==> src/rtl/cpu_pkg.sv <==
// Shared fetch/decode types: PC and instruction widths, NOP encoding and the
// packed IF/ID entry carried through the fetch queue.
package cpu_pkg;
  localparam int ADDR_WIDTH = 64;
  localparam int INST_WIDTH = 32;
  localparam logic [31:0] NOP = 32'h0000_0013;  // addi x0, x0, 0

  typedef struct packed {
    logic [ADDR_WIDTH-1:0] pc;
    logic [ADDR_WIDTH-1:0] pc4;
    logic [INST_WIDTH-1:0] inst;
  } if_id_entry_t;
endpackage

==> src/rtl/if_id_queue_if.sv <==
// Fetch-to-decode queue bus: enqueue side from fetch, dequeue side to decode,
// plus flush and occupancy status. The queue itself uses the slave modport.
interface if_id_queue_if #(
  parameter int ADDR_WIDTH = 64,
  parameter int INST_WIDTH = 32,
  parameter int DEPTH      = 4
);
  localparam int CW = $clog2(DEPTH) + 1;

  logic                  flush;
  logic                  enq_valid;
  logic                  enq_ready;
  logic [ADDR_WIDTH-1:0] enq_pc;
  logic [ADDR_WIDTH-1:0] enq_pc4;
  logic [INST_WIDTH-1:0] enq_inst;
  logic                  deq_valid;
  logic                  deq_ready;
  logic [ADDR_WIDTH-1:0] deq_pc;
  logic [ADDR_WIDTH-1:0] deq_pc4;
  logic [INST_WIDTH-1:0] deq_inst;
  logic [CW-1:0]         count;
  logic                  empty;
  logic                  full;

  modport slave (
    input  flush, enq_valid, enq_pc, enq_pc4, enq_inst, deq_ready,
    output enq_ready, deq_valid, deq_pc, deq_pc4, deq_inst, count, empty, full
  );

  modport master (
    output flush, enq_valid, enq_pc, enq_pc4, enq_inst, deq_ready,
    input  enq_ready, deq_valid, deq_pc, deq_pc4, deq_inst, count, empty, full
  );
endinterface

==> src/rtl/if_id_queue_storage.sv <==
// Entry storage for the IF/ID queue: register array, one synchronous write
// port and one asynchronous read port. Not reset; validity lives in the
// pointer/count logic of the parent.
module ifq_storage
  import cpu_pkg::*;
#(
  parameter int DEPTH = 4,
  localparam int PW   = $clog2(DEPTH)
) (
  input  logic         clk,
  input  logic         we,
  input  logic [PW-1:0] waddr,
  input  if_id_entry_t wdata,
  input  logic [PW-1:0] raddr,
  output if_id_entry_t rdata
);
  if_id_entry_t mem [DEPTH];

  // write the pushed entry into its slot
  always_ff @(posedge clk) begin
    if (we) mem[waddr] <= wdata;
  end

  assign rdata = mem[raddr];
endmodule

==> src/rtl/if_id_queue.sv <==
// IF/ID fetch queue: DEPTH-entry FIFO between fetch and decode with flush,
// synchronous active-high reset and a NOP/zero head when empty.
// Optional feature: IF_ID_QUEUE_BYPASS_EN lets an entry arriving at an empty
// queue appear at the head in the same cycle (and skip storage if consumed).
// Entry field widths come from cpu_pkg; ADDR_WIDTH/INST_WIDTH must match it.
module if_id_queue
  import cpu_pkg::*;
#(
  parameter int ADDR_WIDTH = cpu_pkg::ADDR_WIDTH,
  parameter int INST_WIDTH = cpu_pkg::INST_WIDTH,
  parameter int DEPTH      = 4
) (
  input logic clk,
  input logic reset,
  if_id_queue_if.slave q
);
  localparam int PW = $clog2(DEPTH);

  logic [PW-1:0] wr_ptr, rd_ptr;
  logic [PW:0]   cnt;
  logic          full_i, empty_i, push, pop, head_valid;
  if_id_entry_t  wr_entry, rd_entry, head;

  assign full_i  = (cnt == (PW+1)'(DEPTH));
  assign empty_i = (cnt == '0);

  // pack the enqueue fields into a storage entry
  always_comb begin
    wr_entry      = '0;
    wr_entry.pc   = q.enq_pc;
    wr_entry.pc4  = q.enq_pc4;
    wr_entry.inst = q.enq_inst;
  end

  // Ready is purely !full: a pop in the same cycle never frees a slot.
  assign pop = !empty_i && q.deq_ready;

`ifdef IF_ID_QUEUE_BYPASS_EN
  logic byp;
  assign byp        = empty_i && q.enq_valid && !q.flush;
  assign push       = q.enq_valid && !full_i && !(byp && q.deq_ready);
  assign head_valid = !empty_i || byp;
  assign head       = byp ? wr_entry : rd_entry;
`else
  assign push       = q.enq_valid && !full_i;
  assign head_valid = !empty_i;
  assign head       = rd_entry;
`endif

  ifq_storage #(.DEPTH(DEPTH)) u_store (
    .clk   (clk),
    .we    (push && !q.flush && !reset),
    .waddr (wr_ptr),
    .wdata (wr_entry),
    .raddr (rd_ptr),
    .rdata (rd_entry)
  );

  // pointers wrap naturally (DEPTH is a power of two); reset > flush > push/pop
  always_ff @(posedge clk) begin
    if (reset || q.flush) begin
      wr_ptr <= '0;
      rd_ptr <= '0;
      cnt    <= '0;
    end else begin
      if (push) wr_ptr <= wr_ptr + 1'b1;
      if (pop)  rd_ptr <= rd_ptr + 1'b1;
      case ({push, pop})
        2'b10:   cnt <= cnt + 1'b1;
        2'b01:   cnt <= cnt - 1'b1;
        default: cnt <= cnt;
      endcase
    end
  end

  assign q.enq_ready = !full_i;
  assign q.deq_valid = head_valid;
  assign q.deq_pc    = head_valid ? ADDR_WIDTH'(head.pc)   : '0;
  assign q.deq_pc4   = head_valid ? ADDR_WIDTH'(head.pc4)  : '0;
  assign q.deq_inst  = head_valid ? INST_WIDTH'(head.inst) : INST_WIDTH'(NOP);
  assign q.count     = cnt;
  assign q.empty     = empty_i;
  assign q.full      = full_i;
endmodule
==> src/flat_wrapper.sv <==
// flat-port wrapper written by rule: the top's interface ports become plain ports
module if_id_queue_flat import cpu_pkg::*;
#(
  parameter int ADDR_WIDTH = cpu_pkg::ADDR_WIDTH,
  parameter int INST_WIDTH = cpu_pkg::INST_WIDTH,
  parameter int DEPTH      = 4
)
  (clk, reset, q_flush, q_enq_valid, q_enq_pc, q_enq_pc4, q_enq_inst, q_deq_ready, q_enq_ready, q_deq_valid, q_deq_pc, q_deq_pc4, q_deq_inst, q_count, q_empty, q_full);
  if_id_queue_if #(.ADDR_WIDTH(ADDR_WIDTH), .INST_WIDTH(INST_WIDTH), .DEPTH(DEPTH)) q_i ();
  input logic clk;
  input logic reset;
  input wire logic [$bits(q_i.flush)-1:0] q_flush;
  input wire logic [$bits(q_i.enq_valid)-1:0] q_enq_valid;
  input wire logic [$bits(q_i.enq_pc)-1:0] q_enq_pc;
  input wire logic [$bits(q_i.enq_pc4)-1:0] q_enq_pc4;
  input wire logic [$bits(q_i.enq_inst)-1:0] q_enq_inst;
  input wire logic [$bits(q_i.deq_ready)-1:0] q_deq_ready;
  output wire logic [$bits(q_i.enq_ready)-1:0] q_enq_ready;
  output wire logic [$bits(q_i.deq_valid)-1:0] q_deq_valid;
  output wire logic [$bits(q_i.deq_pc)-1:0] q_deq_pc;
  output wire logic [$bits(q_i.deq_pc4)-1:0] q_deq_pc4;
  output wire logic [$bits(q_i.deq_inst)-1:0] q_deq_inst;
  output wire logic [$bits(q_i.count)-1:0] q_count;
  output wire logic [$bits(q_i.empty)-1:0] q_empty;
  output wire logic [$bits(q_i.full)-1:0] q_full;
  assign q_i.flush = q_flush;
  assign q_i.enq_valid = q_enq_valid;
  assign q_i.enq_pc = q_enq_pc;
  assign q_i.enq_pc4 = q_enq_pc4;
  assign q_i.enq_inst = q_enq_inst;
  assign q_i.deq_ready = q_deq_ready;
  assign q_enq_ready = q_i.enq_ready;
  assign q_deq_valid = q_i.deq_valid;
  assign q_deq_pc = q_i.deq_pc;
  assign q_deq_pc4 = q_i.deq_pc4;
  assign q_deq_inst = q_i.deq_inst;
  assign q_count = q_i.count;
  assign q_empty = q_i.empty;
  assign q_full = q_i.full;
  if_id_queue #(.ADDR_WIDTH(ADDR_WIDTH), .INST_WIDTH(INST_WIDTH), .DEPTH(DEPTH)) u_core (.clk(clk), .reset(reset), .q(q_i));
endmodule
==> config.mk <==
export PLATFORM = sky130hd
export DESIGN_NAME = if_id_queue_flat
export DESIGN_NICKNAME = d
export VERILOG_FILES = /design/src/rtl/cpu_pkg.sv /design/src/rtl/if_id_queue_if.sv /design/src/rtl/if_id_queue_storage.sv /design/src/rtl/if_id_queue.sv /design/src/flat_wrapper.sv
export SDC_FILE = /design/constraint.sdc
export NUM_CORES = 1
export LEC_CHECK = 0
export ABC_AREA = 1
export ABC_CLOCK_PERIOD_IN_PS = 12450
export CAP_MARGIN = 20
export CORE_UTILIZATION = 30
export CTS_BUF_LIST = sky130_fd_sc_hd__clkbuf_8
export DETAILED_ROUTE_END_ITERATION = 16
export PLACE_DENSITY = 0.51
export SYNTH_ARGS = -nofsm -noshare
export SYNTH_HDL_FRONTEND = slang
export SYNTH_SLANG_ARGS = --single-unit
==> constraint.sdc <==
create_clock -name clk -period 12.45 [get_ports clk]
set_input_delay 2.49 -clock clk [delete_from_list [all_inputs] [get_ports clk]]
set_output_delay 2.49 -clock clk [all_outputs]
set_load 0.005 [all_outputs]
Word-level counts from Yosys, hierarchy flattened:

Memory sizes are Yosys's and may differ from the RTL's. A register that Yosys moved wholly into a read port is not among the register bits.
Index checks and enable logic that the tools add are counted.
W data, S select, Z words.

* register bits: 7
* memory bits (writable): 640
* input port bits: 165
* memories: 1

* $add $sub $neg: 4
* equal/unequal tests: 3
* multiplexer cells: 8
* reduce and logical (&&, ||, !) cells: 11

Memory list
* u_core.u_store.mem: words 4, bits a word 160, read ports 1, clocked after Yosys merged registers in 1, wr ports 1, line if_id_queue_storage.sv:17 `if_id_entry_t mem [DEPTH];`

Operators with widths (number)
* $mux W64: 2
* $mux W32: 1
* $pmux W3 S2: 1
* $add A2 B1 Y2 const B: 2
* $logic_and A1 B1 Y1: 4
* $logic_not A1 Y1: 4
* $mux W2: 2
* $add A3 B1 Y3 const B: 1
* $eq A3 B3 Y1 const B: 1
* $logic_not A3 Y1: 1
* $sub A3 B1 Y3 const B: 1
* $eq A2 B1 Y1 const B: 1
* $eq A2 B2 Y1 const B: 1
* $mux W1: 2
* $reduce_bool A2 Y1: 1
* $logic_or A1 B1 Y1: 1

Longest topological paths before layout:

* word-level depth: 7
* depth in mapped cells: 14

By module:

Synthesis repeated with hierarchy kept, for this count alone.

* cell total of the unflattened synthesis: 2906
* area total of the unflattened synthesis: 28788.9 µm²

Modules (own cells, without submodules)
* ifq_storage: instances 1, cells each 2515, area each 27074.7 µm², sequential area each 19218.4 µm²
* if_id_queue: instances 1, cells each 391, area each 1714.1 µm², sequential area each 140.1 µm²

Least setup slack after synthesis:

OpenSTA, ideal clock, no wires.

* kind: input-to-reg
* start point: input port q_flush
* end point: memory u_core.u_store.mem[0][0] in the netlist's numbering, enable pin
* setup time: 0.682 ns
* data arrival time: 9.585 ns
* data required time: 11.768 ns
* slack: 2.182 ns
* stages on the path: 3
* cell sequence: nor2_1 > nand2_1 > nor2_1

* cells in the longest elaborated chain, start to end: 5

RTL lines
* start, declared: line flat_wrapper.sv:12 `input wire logic [$bits(q_i.flush)-1:0] q_flush;`
* $logic_not A1 Y1: line if_id_queue.sv:52 `.we (push && !q.flush && !reset),`
* $logic_and A1 B1 Y1 (2 in a row): line if_id_queue.sv:52
* $mux W1: line if_id_queue_storage.sv:21 `if (we) mem[waddr] <= wdata;`
* $mux W1 (not written as such): line if_id_queue_storage.sv:21
* end, declared: line if_id_queue_storage.sv:17

No other way between the ends.

==> impl_metrics.py <==
metrics = {
    "critical_path": {
        "startpoint_type": "flop",
        "reg2reg_from": "u_core.q.count[1]$_SDFFE_PP0P_",
        "worst-r2r-cell-count": 8,
        "critPathKind": "reg -> out",
        "rrSetupSlack_ns": 9.14,
        "critPathSlowestCell": "buf_4",
        "critPathMaxFanout": 138,
        "r2r_end": "u_core.u_store.mem[0][153]$_DFFE_PP_",
        "crit_chain": "inv_8 -> buf_4 -> o21ai_0 -> a21oi_1 -> clkdlybuf4s50_1",
        "worstPathArrival_ns": 3.98,
        "cp-endpoint": "q_deq_pc4[11]",
        "cp.required_ns": 9.96,
        "crit_path_end_kind": "output port",
        "slowest_delay_ns": 0.88,
    },
    "clocking": {
        "path_clk_slew_ns": 0.05,
        "cts_tree": "done",
        "insertion_delay_ns": 0.69,
        "cts_root_buf": "clkbuf_8",
        "clkSinkCount": 649,
        "post_cts_buffers": 0,
        "cts_buffers": 108,
        "cts_hold_buf": 0,
        "cts_buffer_depth": 3,
        "ctsResizeCount": 0,
        "h-tree-depth": 3,
    },
    "placement": {
        "dp_cells": 3257,
        "place_ws_ns": 6.54,
        "dp_hpwl_mm": 33.4,
        "portBuffers": 331,
        "place_congestion": 0.703,
    },
    "timing": {
        "slew_viol_final": 0,
        "rsz0062_at_grt": "no",
        "max-slew-margin-rel_pct": 25.4,
        "tightest_slew_ns": 1.12,
        "layout_min_cycle_time_ns": 6.47,
        "finalHoldWorstSlack_ns": 0.495,
        "finalCritPeriodShare_pct": 51.9,
        "setup_ws_ns": 5.98,
        "final_hold_viol_count": 0,
        "fin_worst_skew_ns": 0.0371,
        "fmaxAchievable_mhz": 155,
        "setup_tns_ns": 0,
        "setup-violations-final": 0,
    },
    "pwr": {
        "swShare_pct": 22.6,
        "p_leak_nw": 10.4,
        "intPower_mw": 3.44,
        "finalPower_mw": 4.45,
        "p_switching_mw": 1.00,
        "combPwrFrac_pct": 7.1,
        "pwr_density_cell_nw_per_um2": 142,
        "vdd_drop_max_mv": 0.0696,
        "seqPwrFrac_pct": 54.8,
        "clkPwrFrac_pct": 38.1,
    },
    "die": {
        "die_h_um": 292,
        "die_width_um": 292,
        "die-area_um2": 85300,
        "core-area_um2": 82600,
        "rows": 105,
        "start_util_pct": 30.5,
        "ios": 332,
    },
    "finish": {
        "layout-area-overhead-vs-synth_pct": 24.4,
        "final_common_cell": "edfxtp_1",
        "final_cell_mix": "edfxtp_1 (640), nor2_1 (638), clkdlybuf4s50_1 (331)",
        "fin_cells": 3460,
        "final_nets": 2468,
        "drive_above_1_share_pct": 6.45,
        "fillers": 7826,
    },
    "grt": {
        "grt_pass1_vias": 16100,
        "antenna_found_initial": 14,
        "grt_pass1_wl_mm": 96.9,
        "grt.total_usage_pct": 14.9,
        "grt_max_degree": 169,
        "overflow": 0,
    },
    "logic_synthesis": {
        "syn_area_per_cell_um2": 12.9,
        "syn_area_um2": 25200,
        "syn_nets": 2132,
        "yosysWarnings": 0,
        "ys_types": 21,
        "ys_seq_area_share_pct": 76.9,
        "ys_seq_elements": 649,
        "syn_inst": 1961,
    },
    "routing": {
        "routedWlPerCell_um": 18.8,
        "drtIter0Drc": 845,
        "vias": 16000,
        "ant_nets": 0,
        "drt-total-wl_mm": 65.1,
        "vias_per_cell": 4.62,
        "dr.pass1.iters": 5,
        "drc_errors": 0,
    },
    "status": {
        "run_status": "finished clean",
    },
    "hold_path": {
        "hold_path.class": "reg -> reg",
    },
    "job": {
        "cap_violations": 0,
    },
}
==> flip-flops by register name (all words and copies together) (netlist names), named ones only <==
signal	flops
u_core.u_store.mem	640
u_core.q.count	3
u_core.rd_ptr	2
u_core.wr_ptr	2
==> metrics by stage <==
| stage | instance area (um^2) | utilization [%] |
|---|---|---|
| finish | 31400 | 38.0 |
| detailed placement | 29400 | 35.6 |
| floorplan | 25200 | - |
| global placement | 29400 | 35.6 |
| global route | 31400 | 38.0 |
| CTS | 31400 | 38.0 |
==> worst min path at each step <==
stage | from | depth (start not counted) | endpoint
after floorplan | u_core.rd_ptr[1]$_SDFFE_PP0P_ | 2 | flop
after global placement | u_core.rd_ptr[1]$_SDFFE_PP0P_ | 2 | flop
after detailed placement | u_core.rd_ptr[1]$_SDFFE_PP0P_ | 2 | flop
after CTS | u_core.rd_ptr[1]$_SDFFE_PP0P_ | 2 | flop
after global routing | u_core.rd_ptr[1]$_SDFFE_PP0P_ | 2 | flop
final | u_core.rd_ptr[1]$_SDFFE_PP0P_ | 2 | flop
==> cell families after synthesis <==
logic type | share of synthesized area (%)
adders and majority gates | 0.327
DFF | 76.9
buffers and inverters | 3.04
and+or+nand+nor | 10.1
AOI/OAI and AO/OA | 9.66
==> synthesized netlist by cell type <==
library cell | instances | area share [%]
inv_1 | 19 | 0.28
nor2_1 | 642 | 9.6
o21ai_1 | 202 | 4.0
a21oi_1 | 168 | 3.3
nand2_2 | 1 | 0.025
buf_6 | 3 | 0.13
clkbuf_1 | 9 | 0.13
edfxtp_1 | 640 | 76
buf_4 | 26 | 0.77
inv_2 | 3 | 0.045
dfxtp_1 | 9 | 0.71
ha_1 | 5 | 0.25
clkbuf_4 | 2 | 0.060
buf_2 | 48 | 0.95
o21ai_0 | 117 | 2.3
fa_1 | 1 | 0.079
clkbuf_2 | 28 | 0.56
nand3b_1 | 1 | 0.030
nand3_1 | 4 | 0.079
nand2_1 | 26 | 0.39
buf_1 | 7 | 0.10
==> metal layers <==
metal	up-vias	share of wire [%]	wire [um]	GRT usage, %
li1	7674	-	-	-
met1	7765	43	27800	18.8
met2	427	48	31400	24.6
met3	107	7.0	4570	4.67
met4	26	1.7	1140	4.03
met5	-	0.28	182	0
==> power by group through the flow <==
| stage | logic (mW) | clock network (mW) | registers (mW) |
|---|---|---|---|
| after floorplan | 0.117 | 0 | 2.49 |
| after global routing | 0.345 | 1.86 | 2.44 |
| after detailed placement | 0.321 | 0 | 2.48 |
| after CTS | 0.323 | 1.76 | 2.44 |
| after global placement | 0.317 | 0 | 2.48 |
| final | 0.316 | 1.69 | 2.44 |
==> final cells by class <==
cell class | count | area (um^2) | share of cell area (%)
clock buffer | 110 | 1510 | 4.82
antenna | 2 | 5.00 | 0.0159
timing repair buffer | 349 | 3490 | 11.1
inverter | 22 | 100 | 0.319
tap | 1070 | 1340 | 4.27
clock inverter | 91 | 447 | 1.42
sequential | 649 | 19400 | 61.8
multi-input combinational | 1167 | 5090 | 16.2
==> critical path: cells and delay by family, from the launching register on <==
kind / cells / cell delay, ns
AO/OA/AOI/OAI: 2 / 0.47
buffers and inverters: 3 / 2.08
flip-flops: 1 / 0.58
(Power assumes the default switching activity.)
